==> src/rtl/clint_mh.sv <==
// clint_mh: multi-hart core-local interruptor.
// One shared 64-bit mtime advanced every TICK_DIV clocks, plus a mtimecmp and an
// msip register per hart. Registers are reached over a valid/ready MMIO request
// port with a registered one-cycle response. The timer and software interrupt
// lines for each hart are registered.
module clint_mh #(
  parameter int unsigned NUM_HARTS = 2,
  parameter logic [63:0] BASE_ADDR = 64'h200_0000,
  parameter int unsigned TICK_DIV  = 1
) (
  input  logic                 clk,
  input  logic                 rst_n,
  input  logic                 i_req_valid,
  output logic                 o_req_ready,
  input  logic                 i_req_wen,
  input  logic [63:0]          i_req_addr,
  input  logic [63:0]          i_req_wdata,
  input  logic [7:0]           i_req_wstrb,
  output logic                 o_rsp_valid,
  input  logic                 i_rsp_ready,
  output logic [63:0]          o_rsp_rdata,
  output logic                 o_rsp_err,
  output logic [NUM_HARTS-1:0] o_mtip,
  output logic [NUM_HARTS-1:0] o_msip
);

  localparam int unsigned PW = (TICK_DIV > 1) ? $clog2(TICK_DIV) : 1;
  localparam logic [PW-1:0] PRESC_LAST = PW'(TICK_DIV - 1);
  localparam logic [15:0] MTIME_OFF = 16'hBFF8;

  // Architectural state
  logic [63:0]          mtime_q, mtime_d;
  logic [PW-1:0]        presc_q, presc_d;
  logic [63:0]          mtimecmp_q [NUM_HARTS];
  logic [63:0]          mtimecmp_d [NUM_HARTS];
  logic [NUM_HARTS-1:0] msip_q, msip_d;

  // Response and interrupt output registers
  logic                 rsp_valid_q, rsp_valid_d;
  logic [63:0]          rsp_rdata_q, rsp_rdata_d;
  logic                 rsp_err_q, rsp_err_d;
  logic [NUM_HARTS-1:0] mtip_q, msip_out_q;

  // Decode results
  logic [63:0]          off;
  logic [15:0]          off16;
  logic                 in_win;
  logic                 hit_mtime;
  logic [NUM_HARTS-1:0] sel_msip;
  logic [NUM_HARTS-1:0] sel_cmp;
  logic                 dec_err;
  logic                 accept;
  logic                 wr_ok;
  logic                 tick;
  logic [63:0]          rd_mux;

  // Replace only the strobed bytes of a 64-bit register.
  function automatic logic [63:0] merge_bytes(input logic [63:0] old_v,
                                               input logic [63:0] new_v,
                                               input logic [7:0]  strb);
    logic [63:0] res;
    res = old_v;
    for (int k = 0; k < 8; k++) begin
      if (strb[k]) res[8*k +: 8] = new_v[8*k +: 8];
    end
    return res;
  endfunction

  assign o_req_ready = !rsp_valid_q || i_rsp_ready;
  assign accept      = i_req_valid && o_req_ready;

  // Address decode: window check, per-register hits with alignment folded in.
  // NOTE: every signal written in a combinational block gets a default first,
  // otherwise a path that skips the assignment infers a latch.
  always_comb begin
    off       = i_req_addr - BASE_ADDR;
    off16     = off[15:0];
    in_win    = (off[63:16] == '0);
    hit_mtime = in_win && (off16 == MTIME_OFF);
    sel_msip  = '0;
    sel_cmp   = '0;
    for (int h = 0; h < NUM_HARTS; h++) begin
      sel_msip[h] = in_win && (off16[15:2] == 14'(h)) && (off16[1:0] == 2'b00);
      sel_cmp[h]  = in_win && (off16[15:14] == 2'b01) && (off16[13:3] == 11'(h))
                    && (off16[2:0] == 3'b000);
    end
    dec_err = !(hit_mtime || (|sel_msip) || (|sel_cmp));
    wr_ok   = accept && i_req_wen && !dec_err;
  end

  // Read mux over pre-update register values, lane-aligned, zero elsewhere.
  always_comb begin
    rd_mux = '0;
    if (hit_mtime) rd_mux = mtime_q;
    for (int h = 0; h < NUM_HARTS; h++) begin
      if (sel_cmp[h]) rd_mux = mtimecmp_q[h];
      if (sel_msip[h]) begin
        if (off16[2]) rd_mux = {31'b0, msip_q[h], 32'b0};
        else          rd_mux = {63'b0, msip_q[h]};
      end
    end
  end

  // Next-state for timebase and per-hart registers; writes beat the increment.
  always_comb begin
    tick     = (presc_q == PRESC_LAST);
    presc_d  = tick ? '0 : presc_q + 1'b1;
    mtime_d  = tick ? mtime_q + 64'd1 : mtime_q;
    if (wr_ok && hit_mtime) begin
      mtime_d = merge_bytes(mtime_q, i_req_wdata, i_req_wstrb);
      presc_d = '0;
    end
    mtimecmp_d = mtimecmp_q;
    msip_d     = msip_q;
    for (int h = 0; h < NUM_HARTS; h++) begin
      if (wr_ok && sel_cmp[h]) begin
        mtimecmp_d[h] = merge_bytes(mtimecmp_q[h], i_req_wdata, i_req_wstrb);
      end
      if (wr_ok && sel_msip[h]) begin
        if (off16[2]) begin
          if (i_req_wstrb[4]) msip_d[h] = i_req_wdata[32];
        end else begin
          if (i_req_wstrb[0]) msip_d[h] = i_req_wdata[0];
        end
      end
    end
  end

  // Response next-state: load on accept, drop valid on consume, else hold.
  always_comb begin
    rsp_valid_d = rsp_valid_q;
    rsp_rdata_d = rsp_rdata_q;
    rsp_err_d   = rsp_err_q;
    if (accept) begin
      rsp_valid_d = 1'b1;
      rsp_err_d   = dec_err;
      rsp_rdata_d = (i_req_wen || dec_err) ? 64'd0 : rd_mux;
    end else if (i_rsp_ready) begin
      rsp_valid_d = 1'b0;
    end
  end

  // State, response and interrupt registers.
  // NOTE: sequential blocks use non-blocking assignments so every flop samples
  // the pre-edge values of the others, independent of statement order.
  always_ff @(posedge clk or negedge rst_n) begin
    if (!rst_n) begin
      mtime_q     <= '0;
      presc_q     <= '0;
      // NOTE: the compare array is reset element by element because its
      // all-ones value is what keeps timer interrupts quiet out of reset;
      // a storage array with no such meaning would be left unreset.
      for (int h = 0; h < NUM_HARTS; h++) mtimecmp_q[h] <= '1;
      msip_q      <= '0;
      rsp_valid_q <= 1'b0;
      rsp_rdata_q <= '0;
      rsp_err_q   <= 1'b0;
      mtip_q      <= '0;
      msip_out_q  <= '0;
    end else begin
      mtime_q     <= mtime_d;
      presc_q     <= presc_d;
      mtimecmp_q  <= mtimecmp_d;
      msip_q      <= msip_d;
      rsp_valid_q <= rsp_valid_d;
      rsp_rdata_q <= rsp_rdata_d;
      rsp_err_q   <= rsp_err_d;
      for (int h = 0; h < NUM_HARTS; h++) mtip_q[h] <= (mtime_q >= mtimecmp_q[h]);
      msip_out_q  <= msip_q;
    end
  end

  assign o_rsp_valid = rsp_valid_q;
  assign o_rsp_rdata = rsp_rdata_q;
  assign o_rsp_err   = rsp_err_q;
  assign o_mtip      = mtip_q;
  assign o_msip      = msip_out_q;

endmodule

==> config.mk <==
export PLATFORM = sky130hd
export DESIGN_NAME = clint_mh
export DESIGN_NICKNAME = d
export VERILOG_FILES = /design/src/rtl/clint_mh.sv
export SDC_FILE = /design/constraint.sdc
export NUM_CORES = 1
export LEC_CHECK = 0
export ABC_CLOCK_PERIOD_IN_PS = 5000
export CELL_PAD_IN_SITES_DETAIL_PLACEMENT = 0
export CELL_PAD_IN_SITES_GLOBAL_PLACEMENT = 1
export CORE_AREA = 5 5 246 248
export DETAILED_ROUTE_END_ITERATION = 10
export DIE_AREA = 0 0 251 253
export GPL_ROUTABILITY_DRIVEN = 0
export PLACE_DENSITY = 0.66
export SLEW_MARGIN = 20
export SYNTH_ARGS = -nofsm -noshare
export SYNTH_HDL_FRONTEND = slang
export SYNTH_SLANG_ARGS = --single-unit
==> constraint.sdc <==
create_clock -name clk -period 5 [get_ports clk]
set_input_delay 1 -clock clk [delete_from_list [all_inputs] [get_ports clk]]
set_output_delay 1 -clock clk [all_outputs]
set_load 0.02 [all_outputs]
==> out/metrics.yaml, run 1 <==
status:
  status: "completed"
routing:
  vias_per_cell: 5.31
  met3_length_um: 2920
  drt_iter0_markers: 943
  routedWlPerCell_um: 21.1
  remaining_drc_errors: 0
  vias: 15053
  dr.pass1.iters: 5
  antenna_left: 0
  highest_layer: "met4"
  wl_met2_um: 28700
  wirelength_um: 59700
  m1WireLength_um: 26900
hold_path:
  hold_depth: 0
  min_path_type: "reg -> reg"
clock_tree:
  cts_resized: 0
  cts_buffer_depth: 3
  numCtsBuffers: 34
  path_clk_slew_ns: 0.06
  post_cts_buffers: 0
  cts_tree: "done"
  cts.root.buffer_cell: "clkbuf_16"
  clkLatencyLatePin_ns: 0.54
  hold_buffers: 0
  h-tree-depth: 2
  cts.sink_count: 264
setup_path:
  start_kind: "input port"
  critPathArrivalTime_ns: 4.87
  slowest_delay_ns: 0.52
  crit_type: "in -> reg"
  cp_slowest_cell: "or4b_4"
  crit_chain: "clkdlybuf4s50_1 -> inv_1 -> ha_1 -> or4b_4 -> or4_1 -> a2111oi_2 -> nand4_1 -> nand4bb_4 -> buf_4 -> nor4b_4 -> buf_4 -> nand2_4 -> mux2_1"
  worstRegToRegCells: 8
  path_max_fanout: 9
  worstSetupEndpointType: "register"
  rrSetupSlack_ns: 1.81
  cp.required_ns: 5.46
  worst_path_most_repeated_cell: "buf_4"
global_routing:
  grt_first_pass_wirelength_um: 92400
  grt_pass1_vias: 15376
  grt_usage_pct: 18.4
  grt_overflow: 0
  grt_start_max_net_pins: 117
  antenna_found_initial: 6
cells_and_area:
  nNetsFinal: 2300
  areaGrowthSynthToFinish_pct: 26.7
  multi_input_area_um2: 9520
  fillerInstances: 5834
  drive_gt1_share_pct: 16.6
  seqCellArea_um2: 6770
run:
  drv_cap: 0
pwr:
  irDropWorstVdd_v: 0.000178
  power_mw: 5.02
  power_density_nw_per_um2: 230
  p_leak_nw: 9.15
logic_synthesis:
  synth.most_common_cell: "inv_1"
  ys_top_cells_by_area: "dfrtp_1 (20%), dfstp_2 (20%), ha_1 (9.5%)"
  avgSynthCellArea_um2: 9.60
  synth_fp_nets: 2061
  syn-cell-area_um2: 17200
  synth_ff_type: "dfrtp_1"
  synth_seq_area_share_pct: 39.4
  synth_edf_count: 0
  synth_largest_area_cell: "dfrtp_1"
  syn_inst: 1790
  synthArstFlopShare_pct: 100
  yosysUniqueCellTypes: 79
  ys_ff_latch: 264
  yosys_warnings: 0
  synthTopCellsByCount: "inv_1 (172), nand2_1 (148), dfrtp_1 (136)"
  synth_top_cell_area_share_pct: 19.8
timing:
  fin_tns_setup_ns: 0
  slew_headroom_pct: 33.6
  drv_slew: 0
  fin_crit_ns: 4.41
  fmax_mhz: 227
  fin_crit_sh_pct: 88.1
  finalSetupViolations: 0
  fin_ws_ns: 0.593
  hold_viol: 0
  tightest_slew_ns: 0.987
  fin_worst_skew_ns: 0.0111
  rsz0062_at_grt: "no"
floorplanning:
  die_y_um: 253
  pin_count: 212
  dieArea_um2: 63500
  rows: 89
  die_x_um: 251
  start_util_pct: 29.5
  coreArea_um2: 58200
placed_design:
  io_buffer_count: 211
  place_ws_ns: 0.0462
  dp_hpwl_um: 45400
==> cells by family (layout without fill, tap and decap cells) <==
family	after synthesis	count (layout)	share of synthesized area [%]
adders and majority gates	130	130	9.47
AOI/OAI and AO/OA	441	441	17.8
xor gates and xnor gates	2	2	0.102
and+or+nand+nor	566	566	18.6
DFF	264	264	39.4
muxes	142	142	9.12
other	0	6	0
buffers and inverters	245	510	5.46
==> critical path, delay by kind of cell <==
kind | cells | cell delay (ns)
AND/OR/NAND/NOR | 6 | 1.89
buffers and inverters | 4 | 0.98
AO/OA/AOI/OAI | 1 | 0.42
multiplexers | 1 | 0.37
adder cells (fa/ha/maj) | 1 | 0.20
==> worst paths after layout <==
kind	startpoint	to
worst min-delay path	msip_q[0]$_DFFE_PN0P_	o_msip[0]$_DFF_PN0_
min in group asynchronous	rst_n	o_rsp_rdata[5]$_DFFE_PN0P_
worst min register to register	msip_q[0]$_DFFE_PN0P_	o_msip[0]$_DFF_PN0_
max in group asynchronous	rst_n	mtimecmp_q[115]$_DFFE_PN1P_
worst max-delay path	i_req_addr[25]	mtimecmp_q[125]$_DFFE_PN1P_
worst max register to register	mtime_q[10]$_DFFE_PN0P_	mtime_q[49]$_DFFE_PN0P_
==> cells in the final DEF (no fill, tap or decap), drive strengths merged, types with 31 or more instances in the layout <==
master	instances
a21oi	87
clkdlybuf4s50	209
nand3	50
o21ai	122
nand2	160
a221o	61
mux2	117
nor2	59
ha	130
a21o	44
inv	173
nor3	45
clkbuf	55
and2	67
buf	67
nand4	47
dfrtp	136
dfstp	128
nor4	31
==> where the power goes <==
group          total (mW)  internal (mW)  switching (mW)  leakage (nW)
logic               0.309          0.131           0.179          5.44
registers            2.14           2.14        0.000273          3.13
clock network        2.56           1.56            1.00         0.582
total                5.02           3.84            1.18          9.15
==> cell type report <==
cell class | instances | area share (%)
Tap cell | 773 | 4.44
Inverter | 172 | 2.97
Sequential cell | 264 | 31.1
Multi-Input combinational cell | 1281 | 43.7
Timing Repair Buffer | 276 | 12.4
Clock buffer | 55 | 5.07
Clock inverter | 7 | 0.293
Antenna cell | 6 | 0.0690
==> per-stage QoR <==
step	utilization, %	instance area, um2	instances	hold slack [ns]
3_5_place_dp	35.3	20600	2766	0.399
2_1_floorplan	-	17200	1790	0.369
6_report	37.4	21800	2834	0.408
4_1_cts	37.3	21800	2828	0.411
5_1_grt	37.4	21800	2831	0.431
3_3_place_gp	35.3	20600	2766	0.386
==> flip-flops by register name, indices dropped and copies added (netlist names) <==
register	flops
msip_q	2
mtime_q	64
mtimecmp_q	128
o_msip	2
o_mtip	2
o_rsp_err	1
o_rsp_rdata	64
o_rsp_valid	1
==> metal layers <==
layer  vias to the layer above  GRT usage [%]
li1                       7120              -
met3                        87           2.92
met5                         -              0
met4                         0           4.80
met2                       396           31.5
met1                      7450           24.4
No activity file was read; power rests on OpenSTA's default activity.
==> run 2, diff against run 1 <==
--- a/config.mk
+++ b/config.mk
@@ -17,3 +17,4 @@
 export SYNTH_ARGS = -nofsm -noshare
 export SYNTH_HDL_FRONTEND = slang
 export SYNTH_SLANG_ARGS = --single-unit
+export TNS_END_PERCENT = 20
==> results of run 2 <==
No change in the layout: final DEF, timing and power equal those of run 1.
==> run 3, diff against run 2 <==
--- a/config.mk
+++ b/config.mk
@@ -8,11 +8,11 @@
 export ABC_CLOCK_PERIOD_IN_PS = 5000
 export CELL_PAD_IN_SITES_DETAIL_PLACEMENT = 0
 export CELL_PAD_IN_SITES_GLOBAL_PLACEMENT = 1
-export CORE_AREA = 5 5 246 248
+export CORE_AREA = 5 5 198 200
 export DETAILED_ROUTE_END_ITERATION = 10
-export DIE_AREA = 0 0 251 253
+export DIE_AREA = 0 0 203 205
 export GPL_ROUTABILITY_DRIVEN = 0
-export PLACE_DENSITY = 0.66
+export PLACE_DENSITY = 0.92
 export SLEW_MARGIN = 20
 export SYNTH_ARGS = -nofsm -noshare
 export SYNTH_HDL_FRONTEND = slang
==> out/metrics.yaml, run 3 (synthesis gave the netlist of run 1 again) <==
routing:
  vias: 15276
  vias_per_cell: 6.08
  wirelength_um: 54400
  routedWlPerCell_um: 21.6
  dr.pass1.iters: 6
  drt_iter0_markers: 1606
  remaining_drc_errors: 0
  antenna_left: 0
clock_tree:
  clkLatencyLatePin_ns: 0.56
  cts_resized: 0
  numCtsBuffers: 30
  cts_buffer_depth: 3
  cts_tree: "done"
  path_clk_slew_ns: 0.06
  cts.root.buffer_cell: "clkbuf_16"
  h-tree-depth: 1
  hold_buffers: 0
  post_cts_buffers: 0
  cts.sink_count: 264
setup_path:
  critPathArrivalTime_ns: 4.91
  crit_path_start: "i_req_addr[42]"
  worstSetupEndpointType: "register"
  cp.required_ns: 5.48
  slowest_delay_ns: 0.58
  cp_slowest_cell: "nor4_1"
  start_kind: "input port"
  crit_type: "in -> reg"
  crit_chain: "clkdlybuf4s50_1 -> or4_4 -> nor4_1 -> a31oi_1 -> a2111oi_1 -> buf_4 -> nand4b_4 -> nor3_1 -> buf_4 -> and3_1 -> mux2_2"
  r2r_start: "mtime_q[10]$_DFFE_PN0P_"
  path_max_fanout: 8
  worst_path_most_repeated_cell: "buf_4"
placed_design:
  place_area_um2: 20100
  dp_cells: 2453
  dp_hpwl_um: 39900
  io_buffer_count: 211
  place_ws_ns: 0.0664
timing:
  tightest_slew_ns: 0.881
  finalSetupViolations: 0
  fin_ws_ns: 0.575
  fin_crit_sh_pct: 88.5
  drv_slew: 0
  hold_viol: 0
  fin_worst_skew_ns: 0.0139
  rsz0062_at_grt: "no"
  fin_tns_setup_ns: 0
  slew_headroom_pct: 41.3
  fmax_mhz: 226
  fin_crit_ns: 4.42
cells_and_area:
  fillerInstances: 3252
  areaGrowthSynthToFinish_pct: 23.1
  design_area_um2: 21200
  final_common_cell: "clkdlybuf4s50_1"
  largest_reg_flops: 128
  layout_common_cells: "clkdlybuf4s50_1 (209), inv_1 (172), nand2_1 (147)"
  seqCellArea_um2: 6770
  multi_input_area_um2: 9520
  final_cell_count_no_fill: 2512
  drive_gt1_share_pct: 15.9
  nNetsFinal: 2282
  top_register: "mtimecmp_q"
floorplanning:
  die_y_um: 205
  die_x_um: 203
  rows: 71
  coreArea_um2: 37200
  dieArea_um2: 41600
  start_util_pct: 46.2
  pin_count: 212
pwr:
  power_density_nw_per_um2: 225
  irDropWorstVdd_v: 0.000238
  p_leak_nw: 9.02
  power_mw: 4.76
global_routing:
  grt_usage_pct: 25.6
  grt_overflow: 0
  grt_pass1_vias: 15453
  grt_start_max_net_pins: 115
  antenna_found_initial: 3
  grt_first_pass_wirelength_um: 86000
hold_path:
  hp-start: "msip_q[1]$_DFFE_PN0P_"
  min_path_type: "reg -> reg"
run:
  drv_cap: 0
status:
  status: "completed"
==> run 3: cell types whose count changed in the layout (fill, tap and decap cells not counted), sizes merged <==
cell    change
buf        -14
bufinv      +2
clkbuf     -12
clkinv      +5
diode       -3
inv         -1
==> run 3: where the power goes <==
group / total (mW) / internal, mW / switching [mW]
Sequential: 2.14 / 2.14 / 0.000286
Clock: 2.32 / 1.40 / 0.922
Combinational: 0.299 / 0.128 / 0.171
Total: 4.76 / 3.67 / 1.09
==> run 3: stage by stage <==
step           hold slack, ns  utilization [%]
2_1_floorplan           0.369                -
4_1_cts                 0.411             56.8
3_3_place_gp            0.396             54.0
6_report                0.411             56.8
3_5_place_dp            0.398             54.0
5_1_grt                 0.430             56.8
==> run 3: area by class of cell <==
class,instances,area share [%]
flip-flops and latches,264,32.0
diodes,3,0.0355
well taps,474,2.80
repair buffers,262,12.2
multi-input cells,1281,45.0
inverters,172,3.05
clock inverters,13,0.662
clock buffers,43,4.26
==> run 3: final timing paths <==
path | end | slack [ns] | cells after the start
max reg2reg | mtime_q[49]$_DFFE_PN0P_ | 1.77 | 8
max in group asynchronous | o_rsp_rdata[37]$_DFFE_PN0P_ | 3.32 | 2
min in group asynchronous | o_rsp_rdata[3]$_DFFE_PN0P_ | 0.47 | 1
min reg2reg | o_msip[1]$_DFF_PN0_ | 0.41 | 0
min | o_msip[1]$_DFF_PN0_ | 0.41 | 0
max | mtimecmp_q[6]$_DFFE_PN1P_ | 0.58 | 11
==> run 3: metal layers <==
layer	vias up	share of wire [%]	track usage [%]
met4	2	3.8	8.97
met3	129	6.7	3.74
met2	615	48	43.1
met1	7452	42	33.8
met5	-	0.033	0
li1	7078	-	-
==> run 3: critical path, delay by kind of cell <==
kind	cells	cell delay (ns)
AND/OR/NAND/NOR	5	2.02
buffers and inverters	3	0.87
AO/OA/AOI/OAI	2	0.62
multiplexers	1	0.39
